<file path="src/rtl/jt12_reg_chx.sv">
// Channel register file for the JT12 FM core: per-channel frequency, algorithm
// and stereo/LFO parameters, channel-3 special frequencies and a CPU readback port.
module jt12_reg_chx #(
    parameter int NUM_CH  = 6,
    parameter int SPECIAL = 1,
    parameter int AMS_LAG = 4
) (
    input  logic        clk,
    input  logic        rst,
    input  logic        cen,
    input  logic [7:0]  din,
    input  logic [2:0]  up_ch,
    input  logic        up_fnumhi,
    input  logic        up_fnumlo,
    input  logic        up_fnumhi3,
    input  logic        up_fnumlo3,
    input  logic [1:0]  up_op3,
    input  logic        up_alg,
    input  logic        up_pms,
    input  logic        ch3_mode,
    input  logic [2:0]  ch,
    input  logic [1:0]  op,
    output logic [2:0]  block,
    output logic [10:0] fnum,
    output logic [2:0]  fb,
    output logic [2:0]  alg,
    output logic [1:0]  rl,
    output logic [1:0]  ams,
    output logic [2:0]  pms,
    input  logic [2:0]  rd_ch,
    input  logic [1:0]  rd_sel,
    output logic [7:0]  rd_data
);

    localparam logic [2:0] LAG = 3'(AMS_LAG % 8);

    function automatic logic f_valid(input logic [2:0] c);
        return (c[1:0] != 2'd3) && (NUM_CH == 6 || !c[2]);
    endfunction

    function automatic logic [2:0] f_idx(input logic [2:0] c);
        return c[2] ? 3'd3 + {1'b0, c[1:0]} : {1'b0, c[1:0]};
    endfunction

    logic [2:0]  r_block  [0:5];
    logic [10:0] r_fnum   [0:5];
    logic [2:0]  r_fb     [0:5];
    logic [2:0]  r_alg    [0:5];
    logic [1:0]  r_rl     [0:5];
    logic [1:0]  r_ams    [0:5];
    logic [2:0]  r_pms    [0:5];
    logic [2:0]  r_sblock [0:2];
    logic [10:0] r_sfnum  [0:2];
    logic [5:0]  r_latch;
    logic [5:0]  r_latch3;

    logic        w_up_ok;
    logic [2:0]  w_up_idx;
    logic        w_ok;
    logic [2:0]  w_idx;
    logic [2:0]  w_ach;
    logic        w_aok;
    logic [2:0]  w_aidx;
    logic        w_spec;
    logic        w_rok;
    logic [2:0]  w_ridx;

    assign w_up_ok  = f_valid(up_ch);
    assign w_up_idx = f_idx(up_ch);
    assign w_ok     = f_valid(ch);
    assign w_idx    = f_idx(ch);
    assign w_ach    = ch - LAG;
    assign w_aok    = f_valid(w_ach);
    assign w_aidx   = f_idx(w_ach);
    assign w_rok    = f_valid(rd_ch);
    assign w_ridx   = f_idx(rd_ch);
    assign w_spec   = (SPECIAL != 0) && ch3_mode && (ch == 3'd2) && (op != 2'd3);

    // Commits read the latch before this edge's hi write replaces it
    always_ff @(posedge clk) begin
        if (rst) begin
            r_latch  <= '0;
            r_latch3 <= '0;
            for (int i = 0; i < 6; i++) begin
                r_block[i] <= '0;
                r_fnum[i]  <= '0;
                r_fb[i]    <= '0;
                r_alg[i]   <= '0;
                r_rl[i]    <= 2'b11;
                r_ams[i]   <= '0;
                r_pms[i]   <= '0;
            end
            for (int i = 0; i < 3; i++) begin
                r_sblock[i] <= '0;
                r_sfnum[i]  <= '0;
            end
        end else begin
            if (up_fnumhi)
                r_latch <= din[5:0];
            if (up_fnumlo && w_up_ok) begin
                r_block[w_up_idx] <= r_latch[5:3];
                r_fnum[w_up_idx]  <= {r_latch[2:0], din};
            end
            if (up_alg && w_up_ok) begin
                r_fb[w_up_idx]  <= din[5:3];
                r_alg[w_up_idx] <= din[2:0];
            end
            if (up_pms && w_up_ok) begin
                r_rl[w_up_idx]  <= din[7:6];
                r_ams[w_up_idx] <= din[5:4];
                r_pms[w_up_idx] <= din[2:0];
            end
            if (SPECIAL != 0) begin
                if (up_fnumhi3)
                    r_latch3 <= din[5:0];
                if (up_fnumlo3 && up_op3 != 2'd3) begin
                    r_sblock[up_op3] <= r_latch3[5:3];
                    r_sfnum[up_op3]  <= {r_latch3[2:0], din};
                end
            end
        end
    end

    logic [2:0]  w_nblock;
    logic [10:0] w_nfnum;
    logic [2:0]  w_nfb;
    logic [2:0]  w_nalg;
    logic [1:0]  w_nrl;
    logic [1:0]  w_nams;
    logic [2:0]  w_npms;

    always_comb begin
        w_nblock = '0;
        w_nfnum  = '0;
        w_nfb    = '0;
        w_nalg   = '0;
        w_nrl    = 2'b11;
        w_nams   = '0;
        w_npms   = '0;
        if (w_ok) begin
            w_nblock = r_block[w_idx];
            w_nfnum  = r_fnum[w_idx];
            w_nfb    = r_fb[w_idx];
            w_nalg   = r_alg[w_idx];
            w_nrl    = (NUM_CH == 3) ? 2'b11 : r_rl[w_idx];
            w_npms   = r_pms[w_idx];
        end
        if (w_spec) begin
            w_nblock = r_sblock[op];
            w_nfnum  = r_sfnum[op];
        end
        if (w_aok)
            w_nams = r_ams[w_aidx];
    end

    always_ff @(posedge clk) begin
        if (rst) begin
            block <= '0;
            fnum  <= '0;
            fb    <= '0;
            alg   <= '0;
            rl    <= 2'b11;
            ams   <= '0;
            pms   <= '0;
        end else if (cen) begin
            block <= w_nblock;
            fnum  <= w_nfnum;
            fb    <= w_nfb;
            alg   <= w_nalg;
            rl    <= w_nrl;
            ams   <= w_nams;
            pms   <= w_npms;
        end
    end

    // Readback ignores ch3_mode; invalid codes read as reset values
    always_ff @(posedge clk) begin
        if (rst) begin
            rd_data <= '0;
        end else if (!w_rok) begin
            rd_data <= (rd_sel == 2'd3) ? 8'hC0 : 8'h00;
        end else begin
            unique case (rd_sel)
                2'd0: rd_data <= r_fnum[w_ridx][7:0];
                2'd1: rd_data <= {2'b0, r_block[w_ridx], r_fnum[w_ridx][10:8]};
                2'd2: rd_data <= {2'b0, r_fb[w_ridx], r_alg[w_ridx]};
                2'd3: rd_data <= {r_rl[w_ridx], r_ams[w_ridx], 1'b0, r_pms[w_ridx]};
                default: rd_data <= '0;
            endcase
        end
    end

endmodule

</file>
<file path="config.mk">
export PLATFORM = sky130hd
export DESIGN_NAME = jt12_reg_chx
export DESIGN_NICKNAME = d
export VERILOG_FILES = /design/src/rtl/jt12_reg_chx.sv
export SDC_FILE = /design/constraint.sdc
export NUM_CORES = 1
export LEC_CHECK = 0
export CAP_MARGIN = 30
export CORE_MARGIN = 4
export CORE_UTILIZATION = 50
export CTS_BUF_LIST = sky130_fd_sc_hd__clkbuf_8
export DETAILED_ROUTE_END_ITERATION = 10
export MAX_ROUTING_LAYER = met4
export PLACE_DENSITY = 0.68
export SYNTH_ARGS = -nofsm -noshare
export SYNTH_HDL_FRONTEND = slang
export SYNTH_SLANG_ARGS = --single-unit
export TNS_END_PERCENT = 30
</file>
<file path="constraint.sdc">
create_clock -name clk -period 8.4 [get_ports clk]
set_clock_uncertainty 0.1 [all_clocks]
set_input_delay 1.68 -clock clk [delete_from_list [all_inputs] [get_ports clk]]
set_output_delay 1.68 -clock clk [all_outputs]
set_load 0.01 [all_outputs]
</file>
==> flow_summary.yaml <==
route:
  routed_wl_mm: 50.03
  route.detailed.drc: 0
  detail-route-antenna-nets: 0
  routed_via_density: 6.687
  routedWlPerCell_um: 27.17
  drt_iter0_drc: 1658
  drt_pass1_iterations: 9
  num_vias: 12310
worst_setup_path:
  reg2reg_to: "rd_data[5]"
  start_kind: "input port"
  r2r_cells: 6
  cp_cell_sequence: "clkdlybuf4s50_1 > buf_4 > inv_1 > ha_1 > buf_4 > inv_1 > o2bb2ai_2 > buf_4 > a22o_1 > o21ai_0 > a21o_1 > a31oi_1"
  cp_top_family: "buffers and inverters"
  end_kind: "flop"
  cp.required_ns: 8.77
  criticalPathCategory: "in2reg"
  path_max_fanout: 35
  cpMaxStageDelayCell: "clkdlybuf4s50_1"
  max_stage_delay_ns: 0.45
  r2r-start: "r_fb[0][2]"
  ff2ff_setup_slack_ns: 6.53
  cp_num_buf_inv: 6
  critPathArrivalTime_ns: 5.44
  crit_path_frequent_cell: "buf_4"
timing:
  finalHoldViolations: 0
  finalMaxSlewViolations: 0
  rsz0062_at_grt: "false"
  post-route-period-util: 0.6028
  max_freq_mhz: 197.5
  final.min_clock_period_ns: 5.064
  tns_ns: 0
  setup-violations-final: 0
  worst_pin_slew_ns: 1.030
  slew_headroom: 0.3109
synth:
  synth_nets: 1382
  synth_top_area_share: 0.4844
  ys_seq_area_frac: 0.5433
  yosys_warnings: 0
  async_flop_share: 0
  synth_top_area_cell: "edfxtp_1"
  synth-edff-count: 258
  ys_types: 56
  synth_seq_cells: 305
  netlist_area_um2: 15990
  netlist_top_cells_area: "edfxtp_1 48%, mux4_2 9.3%, dfxtp_1 5.9%"
  avgSynthCellArea_um2: 11.92
  synth_flop_cell: "edfxtp_1"
  syn_inst: 1342
global_routing:
  grt_util_all_layers: 0.2878
  grt_pass1_wl_mm: 74.89
  grt_pass1_vias: 12110
  grt_max_degree: 49
  antenna_found_initial: 1
  grt_overflow_total: 0
hold_path:
  hp-start: "fb[2]"
  holdPathEnd: "fb[2]"
  whs_path_depth: 2
  min_path_type: "reg2reg"
layout:
  fin_area_um2: 18020
  nets: 1435
  syn2layout_area_growth_pct: 12.69
  drive_gt1_frac: 0.1610
  fillCellCount: 2655
clock_network:
  hold_buffers: 0
  numCtsBuffers: 51
  cts_tree: "yes"
  root_buffer: "clkbuf_8"
  cts_max_level: 2
  cts.sinks: 305
  clk_pin_slew_ns: 0.06
  worstSkewPairLatency_ns: 0.60
  clockBufferDepth: 3
  cts_resized: 0
  cts_setup_buffers: 0
power_and_ir_drop:
  comb_power_share: 0.140
  p_leak_uw: 0.006400
  p_sw_frac: 0.2730
  p_per_area_nw_per_um2: 200.8
  clkPwrFrac: 0.365
  pwr-share-seq: 0.495
  ir_drop_uv: 183.5
  internal_power_uw: 2631
  p_switching_uw: 988.1
placement:
  dpl_cell_area_um2: 16980
  dp_hpwl_mm: 34.29
  globalplace.congestion: 0.9614
  portBuffers: 67
die:
  coreArea_um2: 31560
  die_w_um: 186.8
  die_h_um: 186.8
  die_area_um2: 34910
  rows: 65
  pin_count: 68
  initial_utilization: 0.5068
run:
  maxCapViolCount: 0
outcome:
  status: "finished, final reports clean"
==> cells in the mapped netlist (all sizes together), types with 3 or more instances <==
library cell / n
edfxtp: 258
nor2: 177
nand2: 114
mux2i: 91
and2: 69
mux4: 66
clkbuf: 52
buf: 51
dfxtp: 47
a22oi: 45
o21ai: 45
a21oi: 40
inv: 37
nand3: 29
mux2: 27
a211oi: 21
a221oi: 19
a222oi: 16
o22ai: 13
or2: 11
a22o: 9
nor2b: 9
and3: 8
nand2b: 8
o22a: 8
ha: 7
a32oi: 6
nor3: 6
nor3b: 6
o221ai: 6
o31ai: 5
a31o: 4
or3: 4
a221o: 3
a31oi: 3
nand4: 3
==> per-layer routing <==
layer  vias to the layer above  wire [µm]  part of all wire  GRT usage
met5                         -          0                 0          -
met4                         0       2590             0.052     0.1311
met3                       145       5645              0.11    0.06084
met2                       859      23080              0.46     0.4414
met1                      6092      18710              0.37     0.3720
li1                       5215          -                 -          -
==> final cells by class <==
cell class | instances | area (µm²) | share of cell area
repair buffers | 103 | 952.2 | 0.05283
multi-input cells | 897 | 6706 | 0.3721
clock buffers | 58 | 798.3 | 0.04429
clock inverters | 35 | 225.2 | 0.01250
diodes | 4 | 10.01 | 0.0005554
inverters | 37 | 138.9 | 0.007706
flip-flops and latches | 305 | 8688 | 0.4821
well taps | 402 | 503.0 | 0.02791
==> placed cells by master (no fill, tap or decap), types with 27 or more instances in the layout <==
cell / n
mux2_2: 27
dfxtp_1: 47
edfxtp_1: 258
and2_1: 69
o21ai_0: 42
mux2i_1: 91
nand2_1: 114
clkbuf_8: 58
clkdlybuf4s50_1: 64
buf_4: 31
a22oi_1: 45
nor2_1: 174
a21oi_1: 38
nand3_1: 29
inv_1: 50
mux4_2: 66
==> cells by family (layout without fill, tap and decap cells) <==
kind of cell	count (synthesis)	in the layout	share of synthesized area
adder cells (fa/ha/maj)	7	7	0.005476
buffers and inverters	140	233	0.03920
flip-flops	305	305	0.5433
AND/OR/NAND/NOR	446	446	0.1269
multiplexers	184	184	0.1689
AO/OA/AOI/OAI	260	260	0.1163
other	0	4	0
==> through the flow <==
step | hold WS, ns | total power [µW] | utilization | worst slack, ns | cells
after floorplan | 0.3745 | 2116 | - | 4.490 | 1342
after global placement | 0.3369 | 2304 | 0.5357 | 3.030 | 1736
after detailed placement | 0.3414 | 2316 | 0.5382 | 2.936 | 1743
after CTS | 0.3549 | 3618 | 0.5707 | 3.547 | 1836
after global routing | 0.3755 | 3743 | 0.5711 | 3.255 | 1841
final | 0.3496 | 3620 | 0.5711 | 3.336 | 1841
==> power groups by stage <==
stage	combinational, µW	clock, µW	sequential (µW)
4_1_cts	499	1330	1790
3_5_place_dp	498	0	1820
6_report	507	1320	1790
5_1_grt	538	1410	1800
2_1_floorplan	324	0	1790
3_3_place_gp	487	0	1820
==> registers in the layout, summed over array words and instances (netlist names), 6 cells and up <==
register,count
r_fnum,88
r_sfnum,33
r_alg,24
r_block,24
r_fb,24
r_pms,24
r_ams,16
r_rl,16
fnum,11
r_sblock,9
rd_data,8
r_latch3,6
r_latch,6
==> worst reg2reg max path: cells and delay by family, from the launching register on <==
| family | cells | cell delay (ns) |
|---|---|---|
| AO/OA/AOI/OAI | 4 | 0.74 |
| AND/OR/NAND/NOR | 2 | 0.48 |
| flip-flops | 1 | 0.45 |
==> worst max path at each step <==
stage	startpoint	endpoint	cells after the start
3_5_place_dp	rd_ch[0]	rd_data[3]	12
6_report	rd_ch[0]	rd_data[0]	12
4_1_cts	rd_ch[0]	rd_data[3]	12
3_3_place_gp	rd_ch[0]	rd_data[0]	12
2_1_floorplan	ch[0]	block[0]	11
5_1_grt	rd_ch[0]	rd_data[1]	12
Power figures use the tool's default switching activity.
